--- src/rtl/regbank_read_initiator_pkg.sv ---
// Shared types and constants for the register-bank operand-fetch initiator.
// Holds the FSM encoding, operand slot indices and the lowest-bit selector.
package regbank_read_initiator_pkg;

  typedef enum logic [2:0] {
    IDLE    = 3'd0,
    SETUP   = 3'd1,
    REQ     = 3'd2,
    WAIT    = 3'd3,
    CAPTURE = 3'd4,
    OUT     = 3'd5
  } state_t;

  localparam logic [1:0] OP_A = 2'd0;
  localparam logic [1:0] OP_B = 2'd1;
  localparam logic [1:0] OP_C = 2'd2;

  localparam logic [31:0] TIMEOUT_FILL = 32'h0;

  // Reads always go A, B, C, so the next slot is the lowest pending bit.
  function automatic logic [1:0] lowest_bit(input logic [2:0] m);
    if (m[0])      return OP_A;
    else if (m[1]) return OP_B;
    else           return OP_C;
  endfunction

endpackage

--- src/rtl/sync2.sv ---
// Two-flop synchroniser for a single self-timed handshake line.
// Both flops reset to 0.
module sync2 (
  input  logic clk,
  input  logic rst_n,
  input  logic d,
  output logic q
);

  logic meta;

  always_ff @(posedge clk or negedge rst_n) begin
    if (!rst_n) begin
      meta <= 1'b0;
      q    <= 1'b0;
    end else begin
      meta <= d;
      q    <= meta;
    end
  end

endmodule

--- src/rtl/regbank_read_initiator.sv ---
// Operand-fetch initiator: issues transition-signalled reads to the register
// bank for up to three operands and hands the bundle to issue over valid/ready.
module regbank_read_initiator
  import regbank_read_initiator_pkg::*;
#(
  parameter int ADDR_SETUP  = 1,
  parameter int SETTLE_CYC  = 4,
  parameter int TIMEOUT_CYC = 64
) (
  input  logic        clk,
  input  logic        rst_n,
  input  logic        req_valid,
  output logic        req_ready,
  input  logic [3:0]  req_addr_a,
  input  logic [3:0]  req_addr_b,
  input  logic [3:0]  req_addr_c,
  input  logic [2:0]  req_mask,
  output logic        rb_trigger,
  output logic [3:0]  rb_addr,
  input  logic        rb_ready,
  input  logic [31:0] rb_data,
  output logic        op_valid,
  input  logic        op_ready,
  output logic [31:0] op_a,
  output logic [31:0] op_b,
  output logic [31:0] op_c,
  output logic        op_err
);

  localparam int CNT_W = 8;
  localparam logic [CNT_W-1:0] SETUP_LAST = CNT_W'(ADDR_SETUP - 1);
  localparam logic [CNT_W-1:0] SETTLE_C   = CNT_W'(SETTLE_CYC);
  localparam logic [CNT_W-1:0] TIMEOUT_C  = CNT_W'(TIMEOUT_CYC);

  if (TIMEOUT_CYC > (2**CNT_W - 1) || TIMEOUT_CYC <= SETTLE_CYC || ADDR_SETUP < 1
      || ADDR_SETUP > 2**CNT_W) begin : g_param_check
    $error("regbank_read_initiator: ADDR_SETUP/SETTLE_CYC/TIMEOUT_CYC out of range");
  end

  state_t           state, state_nx;
  logic [2:0]       mask, mask_rem, sel_bit;
  logic [3:0]       addr_a, addr_b, addr_c;
  logic [1:0]       sel;
  logic [CNT_W-1:0] cnt, setup_cnt, elapsed;
  logic             low_seen, timed_out, sync_ready;
  logic             done_ok, timeout_hit;

  function automatic logic [3:0] pick_addr(input logic [1:0] s, input logic [3:0] a,
                                           input logic [3:0] b, input logic [3:0] c);
    case (s)
      OP_A:    return a;
      OP_B:    return b;
      default: return c;
    endcase
  endfunction

  sync2 u_sync_ready (
    .clk   (clk),
    .rst_n (rst_n),
    .d     (rb_ready),
    .q     (sync_ready)
  );

  assign req_ready = (state == IDLE);
  assign op_valid  = (state == OUT);

  // elapsed counts the current WAIT cycle, so a read lasts at most TIMEOUT_CYC cycles
  always_comb begin
    sel_bit     = 3'b001 << sel;
    mask_rem    = mask & ~sel_bit;
    elapsed     = (cnt == TIMEOUT_C) ? cnt : cnt + 1'b1;
    done_ok     = sync_ready && (low_seen || elapsed >= SETTLE_C);
    timeout_hit = (elapsed >= TIMEOUT_C);
  end

  always_comb begin
    state_nx = state;
    case (state)
      IDLE:    if (req_valid) state_nx = (req_mask == 3'b000) ? OUT : SETUP;
      SETUP:   if (setup_cnt == SETUP_LAST) state_nx = REQ;
      REQ:     state_nx = WAIT;
      WAIT:    if (done_ok || timeout_hit) state_nx = CAPTURE;
      CAPTURE: state_nx = (mask_rem != 3'b000) ? SETUP : OUT;
      OUT:     if (op_ready) state_nx = IDLE;
      default: state_nx = IDLE;
    endcase
  end

  always_ff @(posedge clk or negedge rst_n) begin
    if (!rst_n) state <= IDLE;
    else        state <= state_nx;
  end

  always_ff @(posedge clk or negedge rst_n) begin
    if (!rst_n) begin
      mask       <= 3'b000;
      addr_a     <= 4'd0;
      addr_b     <= 4'd0;
      addr_c     <= 4'd0;
      sel        <= OP_A;
      cnt        <= '0;
      setup_cnt  <= '0;
      low_seen   <= 1'b0;
      timed_out  <= 1'b0;
      rb_trigger <= 1'b0;
      rb_addr    <= 4'd0;
      op_a       <= 32'h0;
      op_b       <= 32'h0;
      op_c       <= 32'h0;
      op_err     <= 1'b0;
    end else begin
      case (state)
        IDLE: if (req_valid) begin
          mask      <= req_mask;
          addr_a    <= req_addr_a;
          addr_b    <= req_addr_b;
          addr_c    <= req_addr_c;
          op_a      <= 32'h0;
          op_b      <= 32'h0;
          op_c      <= 32'h0;
          op_err    <= 1'b0;
          sel       <= lowest_bit(req_mask);
          setup_cnt <= '0;
          if (req_mask != 3'b000)
            rb_addr <= pick_addr(lowest_bit(req_mask), req_addr_a, req_addr_b, req_addr_c);
        end
        SETUP: setup_cnt <= setup_cnt + 1'b1;
        REQ: begin
          rb_trigger <= ~rb_trigger;
          cnt        <= '0;
          low_seen   <= 1'b0;
          timed_out  <= 1'b0;
        end
        WAIT: begin
          cnt <= elapsed;
          if (!sync_ready) low_seen <= 1'b1;
          if (timeout_hit && !done_ok) begin
            timed_out <= 1'b1;
            op_err    <= 1'b1;
          end
        end
        // rb_data is stable here by bank contract, so it is sampled directly
        CAPTURE: begin
          case (sel)
            OP_A:    op_a <= timed_out ? TIMEOUT_FILL : rb_data;
            OP_B:    op_b <= timed_out ? TIMEOUT_FILL : rb_data;
            default: op_c <= timed_out ? TIMEOUT_FILL : rb_data;
          endcase
          mask <= mask_rem;
          if (mask_rem != 3'b000) begin
            sel       <= lowest_bit(mask_rem);
            rb_addr   <= pick_addr(lowest_bit(mask_rem), addr_a, addr_b, addr_c);
            setup_cnt <= '0;
          end
        end
        default: ;
      endcase
    end
  end

endmodule

--- config.mk ---
export PLATFORM = sky130hd
export DESIGN_NAME = regbank_read_initiator
export DESIGN_NICKNAME = d
export VERILOG_FILES = /design/src/rtl/regbank_read_initiator_pkg.sv /design/src/rtl/sync2.sv /design/src/rtl/regbank_read_initiator.sv
export SDC_FILE = /design/constraint.sdc
export NUM_CORES = 1
export LEC_CHECK = 0
export ABC_CLOCK_PERIOD_IN_PS = 4400
export CELL_PAD_IN_SITES_DETAIL_PLACEMENT = 1
export CELL_PAD_IN_SITES_GLOBAL_PLACEMENT = 2
export CORE_UTILIZATION = 32
export CTS_CLUSTER_SIZE = 12
export DETAILED_ROUTE_END_ITERATION = 6
export HOLD_SLACK_MARGIN = 0.05
export PLACE_DENSITY_LB_ADDON = 0.3
export SYNTH_ARGS = -nofsm -noshare
export SYNTH_HDL_FRONTEND = slang
export SYNTH_SLANG_ARGS = --single-unit
--- constraint.sdc ---
create_clock -name clk -period 4.4 [get_ports clk]
set_input_delay 0.88 -clock clk [delete_from_list [all_inputs] [get_ports clk]]
set_output_delay 0.88 -clock clk [all_outputs]
set_load 0.02 [all_outputs]
==> flow_summary.yaml, run 1 <==
synth:
  netlist-cell-type-count: 57
  yosys_warnings: 0
  synth_nets: 687
  synth_xor_xnor_area_share_pct: 1.149
  synth_adder_area_share_pct: 0.8208
  synth_top_family_by_area: "simple AND/OR/NAND/NOR gates"
  synthesis.area_per_instance_um2: 9.663
  netlist_instances: 631
  ys.flop_type: "dfrtp_1"
  synth_enable_flop_cells: 0
  synth.yosys.seq_area_share_pct: 58.28
  post_synth_mux_area_share_pct: 1.908
  ys_async_sr_fraction_pct: 100.0
  synth-compound-area-share_pct: 16.40
  synth_seq_cells: 142
  synthSimpleGateAreaFrac_pct: 17.61
  synth_area_um2: 6097
worst_setup_path:
  cp_cell_sequence: "inv_1, nor3b_1, clkdlybuf4s50_1"
  worstSetupStartpointType: "flop"
  reg2reg_setup_slack_ps: 1750
  critical_path.reg2reg.endpoint: "rb_addr[1]"
  critical_path.slowest_cell: "clkdlybuf4s50_1"
  crit_fanout: 12
  r2r_cells: 5
  critical_path_class: "flop to output port"
  worst_setup_endpoint: "op_valid"
  kind_of_end_point_of_the_critical_path: "output port"
  worst_path_max_stage_delay_ps: 670
  r2r_start: "state[0]"
  critPathRequiredTime_ps: 3520
  cp-startpoint: "state[0]"
  critPathArrivalTime_ps: 2310
route:
  routed_wirelength_um: 17340
  drtIter0Drc: 183
  vias_per_cell: 4.952
  route.vias.total: 5051
  route.antenna.remaining_nets: 0
  route.detailed.wl_per_inst_um: 17.00
  drcViolationCount: 0
  detailedRoute.firstPassIterationCount: 4
sta:
  finalClockSkew_ps: 6.523
  max_slew_violation_count: 0
  setup-violations-final: 0
  setup_repair_after_global_routing_missed_its_margin: "no"
  highest_clock_frequency_the_design_can_meet_mhz: 313.1
  timing_hold_violations_final: 0
  timing.final.ws_setup_ps: 1206
  relSlewSlack_pct: 33.86
  final.period_utilization_pct: 72.59
  finalWorstPathRequiredPeriod_ps: 3194
  setup_tns_ps: 0
  worst_slew_pin_slew_ps: 992.2
min_path:
  min-delay-path-class: "flop to flop"
global_routing:
  globalRouteOverflowTotal: 0
  grt_max_degree: 67
  first_global_vias: 5464
  number_of_antenna_violations_at_the_first_check_in_global_routing: 0
  first_pass_grt_wire_length_um: 28880
  grt.total_usage_pct: 18.80
clock_tree:
  number_of_buffers_inserted_by_post_cts_setup_repair: 0
  clk_latency_ps: 420
  cts_hold_repair.buffers: 0
  h-tree-depth: 4
  clock-sinks: 142
  cts_tree: "built"
  cts_resized: 0
  clockBufferDepth: 2
  clockRootBuffer: "clkbuf_16"
  clk_pin_slew_worst_paths_ps: 50
  tritoncts.num_buffers: 17
die:
  die_width_um: 140.0
  io_pins: 156
  floorplan.die.height_um: 140.0
  design.die.area_um2: 19610
  row_count: 50
  initial_core_util_pct: 32.60
  coreArea_um2: 18710
layout:
  final_cell_mix: "183 x nand2_1, 154 x clkdlybuf4s50_1, 142 x dfrtp_1"
  area_growth_pct: 38.58
  n_antenna_cell: 0
  area_of_all_placed_cells_without_fillers_um2: 8449
  mostFrequentLayoutCell: "nand2_1"
  finish.net_count: 829
  layout.core_utilization_pct: 45.17
  drive_gt1_share_pct: 6.743
place:
  io_buffer_count: 155
  pre_cts_ws_ps: 1370
  gp_congestion: 0.7881
  dpl_cell_area_um2: 7814
  hpwl_um: 12570
power_and_ir_drop:
  finalPower_uw: 5028
  pwr_density_cell_nw_per_um2: 595.1
  maximum_resistive_drop_on_vdd_mv: 0.3011
  p_leak_uw: 0.003604
run:
  max_cap_viol_count: 0
status:
  run_status: "complete, no violations"
stage by stage:
stage               instances  hold WS [ps]
CTS                      1020         349.4
floorplan                 631         331.2
detailed placement        988         336.4
finish                   1020         348.0
global placement          988         335.2
global route             1020         358.2
routing by layer:
layer | vias to the layer above | track usage, % | wire [um]
met5 | - | 0 | 0
li1 | 2424 | - | -
met3 | 21 | 4.171 | 762
met4 | 0 | 6.015 | 231
met1 | 2484 | 23.89 | 7986
met2 | 122 | 31.79 | 8361
worst max-delay path, delay by kind of cell (launching register included):
kind,cells,cell delay [ps]
flops,1,620
buf+inv,2,930
simple gates,1,350
state kept, by name, indices dropped and copies added, names as in the netlist, 4 cells and up:
| register | count |
|---|---|
| op_a | 32 |
| op_b | 32 |
| op_c | 32 |
| cnt | 8 |
| setup_cnt | 8 |
| addr_a | 4 |
| addr_b | 4 |
| addr_c | 4 |
| rb_addr | 4 |
cells by family (layout without fill, tap and decap cells):
kind of cell             after synthesis  in the layout
AND/OR/NAND/NOR                      253            253
AO/OA/AOI/OAI                        166            166
flip-flops                           142            142
buffers and inverters                 47            202
multiplexers                          11             11
XOR/XNOR                               8              8
adder cells (fa/ha/maj)                4              4
Yosys cell counts, drive strengths merged, types with 5 or more instances:
| cell type | number | share of area, % |
|---|---|---|
| nand2 | 183 | 11 |
| dfrtp | 142 | 58 |
| o21ai | 118 | 9.7 |
| nor2 | 30 | 1.8 |
| buf | 26 | 2.5 |
| clkbuf | 13 | 0.82 |
| a21oi | 12 | 1.1 |
| and3 | 9 | 1.0 |
| inv | 8 | 0.49 |
| xor2 | 7 | 1.0 |
| mux2i | 6 | 0.99 |
| nand2b | 6 | 0.66 |
| nor3 | 6 | 0.68 |
| a211oi | 5 | 0.62 |
| mux2 | 5 | 0.92 |
| nand3 | 5 | 0.41 |
| o22ai | 5 | 0.51 |
| o31ai | 5 | 0.70 |
where the power goes:
group / internal, uW / leakage [uW] / switching, uW
Sequential: 1600 / 0.00192 / 278
Combinational: 657 / 0.00138 / 961
Clock: 995 / 0.000304 / 538
cell type report:
class                      instances  area, um2
clock inverter                     9      157.7
clock buffer                      23      478.0
multi-input combinational        442       2332
fill                            2077      10260
inverter                           8      30.03
timing repair buffer             162       1605
tap                              234      292.8
sequential                       142       3553
worst min-delay path by stage:
stage | start | endpoint | slack (ps) | cells past startpoint
after floorplan | u_sync_ready.meta | u_sync_ready.q | 330 | 0
after global placement | u_sync_ready.meta | u_sync_ready.q | 340 | 0
after detailed placement | u_sync_ready.meta | u_sync_ready.q | 340 | 0
after CTS | u_sync_ready.meta | u_sync_ready.q | 350 | 0
after global routing | u_sync_ready.meta | u_sync_ready.q | 360 | 0
final | u_sync_ready.meta | u_sync_ready.q | 350 | 0
Note: power is estimated with default switching activity, not from simulation.
==> run 2: changes to the inputs <==
- ABC_CLOCK_PERIOD_IN_PS: 4400 -> 2600
- CORE_UTILIZATION: 32 -> 27
- clock period: 4.4 -> 2.6 ns (I/O delays scaled with it)
==> run 2 against run 1 <==
Net effect: routed wire length rose by 5.2%; the flow now finishes with violations (DRC); critical path type unchanged; global-route usage is 2.4 points lower; via count increased by 0.65%; sequential share of layout area is 0.76 points lower; final cell count increased by 5.3%; utilization down 6.0 points; sequential cell count is the same; largest power group unchanged.
==> flow_summary.yaml, run 2 (synthesis gave the netlist of run 1 again) <==
clock_tree:
  clk_latency_ps: 420
  clockRootBuffer: "clkbuf_16"
  cts_resized: 2
  cts_tree: "built"
  cts_hold_repair.buffers: 0
  clk_pin_slew_worst_paths_ps: 60
  h-tree-depth: 4
  tritoncts.num_buffers: 17
  number_of_buffers_inserted_by_post_cts_setup_repair: 0
  clockBufferDepth: 2
  clock-sinks: 142
worst_setup_path:
  critPathArrivalTime_ps: 1950
  critPathRequiredTime_ps: 2080
  crit_fanout: 8
  critical_path_class: "flop to output port"
  worstSetupStartpointType: "flop"
  kind_of_end_point_of_the_critical_path: "output port"
route:
  drtIter0Drc: 251
  routed_wirelength_um: 18240
  route.detailed.wl_per_inst_um: 16.98
  vias_per_cell: 4.734
  detailedRoute.firstPassIterationCount: 6
  drcViolationCount: 17
  route.antenna.remaining_nets: 0
  route.vias.total: 5084
place:
  io_buffer_count: 155
  gp_congestion: 0.7639
  dpl.cell_count: 1042
  hpwl_um: 13000
global_routing:
  number_of_antenna_violations_at_the_first_check_in_global_routing: 0
  first_pass_grt_wire_length_um: 29820
  grt_max_degree: 65
  globalRouteOverflowTotal: 0
  grt.total_usage_pct: 16.42
  first_global_vias: 5559
sta:
  highest_clock_frequency_the_design_can_meet_mhz: 405.0
  max_slew_violation_count: 0
  timing_hold_violations_final: 0
  setup_tns_ps: 0
  worst_slew_pin_slew_ps: 814.0
  final.period_utilization_pct: 94.97
  finalClockSkew_ps: 13.67
  relSlewSlack_pct: 45.16
  finalWorstPathRequiredPeriod_ps: 2469
  setup-violations-final: 0
  setup_repair_after_global_routing_missed_its_margin: "no"
power_and_ir_drop:
  maximum_resistive_drop_on_vdd_mv: 0.4374
  power_frac_seq_pct: 36.9
  cell_internal_pwr_uw: 5467
  finalPower_uw: 8562
  p_leak_uw: 0.003661
  pwr_density_cell_nw_per_um2: 994.7
  power_frac_comb_pct: 33.7
  switchingPower_uw: 3096
  power.share.clock_pct: 29.4
  switching_share_of_power_pct: 36.16
layout:
  top_regs: "op_a (32), op_b (32), op_c (32)"
  footprint_of_the_multi_input_gates_um2: 2332
  sequential_cell_area_um2: 3555
  layout.filler_cells: 2497
  finalNonFillerCells: 1074
  drive_gt1_share_pct: 8.186
  finish.net_count: 837
  n_antenna_cell: 0
  area_growth_pct: 41.19
  final_cell_mix: "183 x nand2_1, 153 x clkdlybuf4s50_1, 141 x dfrtp_1"
  mostFrequentLayoutCell: "nand2_1"
die:
  io_pins: 156
  initial_core_util_pct: 27.77
  design.die.area_um2: 23190
  coreArea_um2: 21960
  die_width_um: 152.3
  floorplan.die.height_um: 152.3
  row_count: 54
status:
  run_status: "complete, but fails checks"
  failing_checks: "DRC"
min_path:
  min-delay-path-class: "input port to async pin"
run:
  max_cap_viol_count: 0
## run 2: changes by cell type in the layout (fill, tap and decap cells not counted)
cell / change
buf_12: +5
dfrtp_2: +1
clkinv_4: -1
clkbuf_8: -1
bufinv_16: -1
clkbuf_1: -3
clkdlybuf4s50_1: -1
inv_6: +2
dfrtp_1: -1
clkinv_2: +2
dlygate4sd2_1: +1
clkinvlp_4: +2
buf_4: +3
## run 2: power by group through the flow
stage | Combinational [uW] | Sequential (uW) | Clock [uW]
3_3_place_gp | 2860 | 3160 | 0
5_1_grt | 3180 | 3250 | 2700
6_report | 2880 | 3160 | 2520
3_5_place_dp | 2930 | 3210 | 0
2_1_floorplan | 1420 | 3360 | 0
4_1_cts | 2940 | 3170 | 2620
## run 2: metrics by stage
step | instance area, um2 | hold slack [ps] | util [%] | setup WS [ps]
2_1_floorplan | 6097 | 224.4 | - | 667.8
3_3_place_gp | 7994 | 335.7 | 36.40 | 307.3
3_5_place_dp | 7994 | 349.1 | 36.40 | 279.2
4_1_cts | 8608 | 104.1 | 39.20 | 92.11
5_1_grt | 8608 | 132.3 | 39.20 | 35.19
6_report | 8608 | 78.54 | 39.20 | 130.9
## run 2: layer usage
layer,part of all wire (%),wire (um),up-vias,global-route usage (%)
met3,5.1,933,27,4.266
li1,-,-,2443,-
met5,0,0,-,0
met4,1.5,278,0,4.422
met1,46,8325,2489,20.74
met2,48,8700,125,27.74
## run 2: critical path: stages, from the launching register on
cell	delay, ps
dfrtp_1	500
nor3_4	360
clkdlybuf4s50_1	670
## run 2: path summary, 6_finish.rpt
kind                                    from        endpoint  slack [ps]  cells after the start
max                                 state[1]       req_ready         130                      2
min                                    rst_n        op_c[11]          80                      1
max reg2reg                     setup_cnt[0]        state[2]         320                      7
min reg2reg                u_sync_ready.meta  u_sync_ready.q         360                      0
max in group asynchronous              rst_n        op_b[21]        1680                      2
min in group clk           u_sync_ready.meta  u_sync_ready.q         360                      0
## run 2: final cells by class
cell class	instances	area share, %
clock inverter	13	1.875
multi-input combinational	442	27.09
clock buffer	19	5.262
timing repair buffer	170	20.06
inverter	8	0.3488
sequential	142	41.29
tap	280	4.070
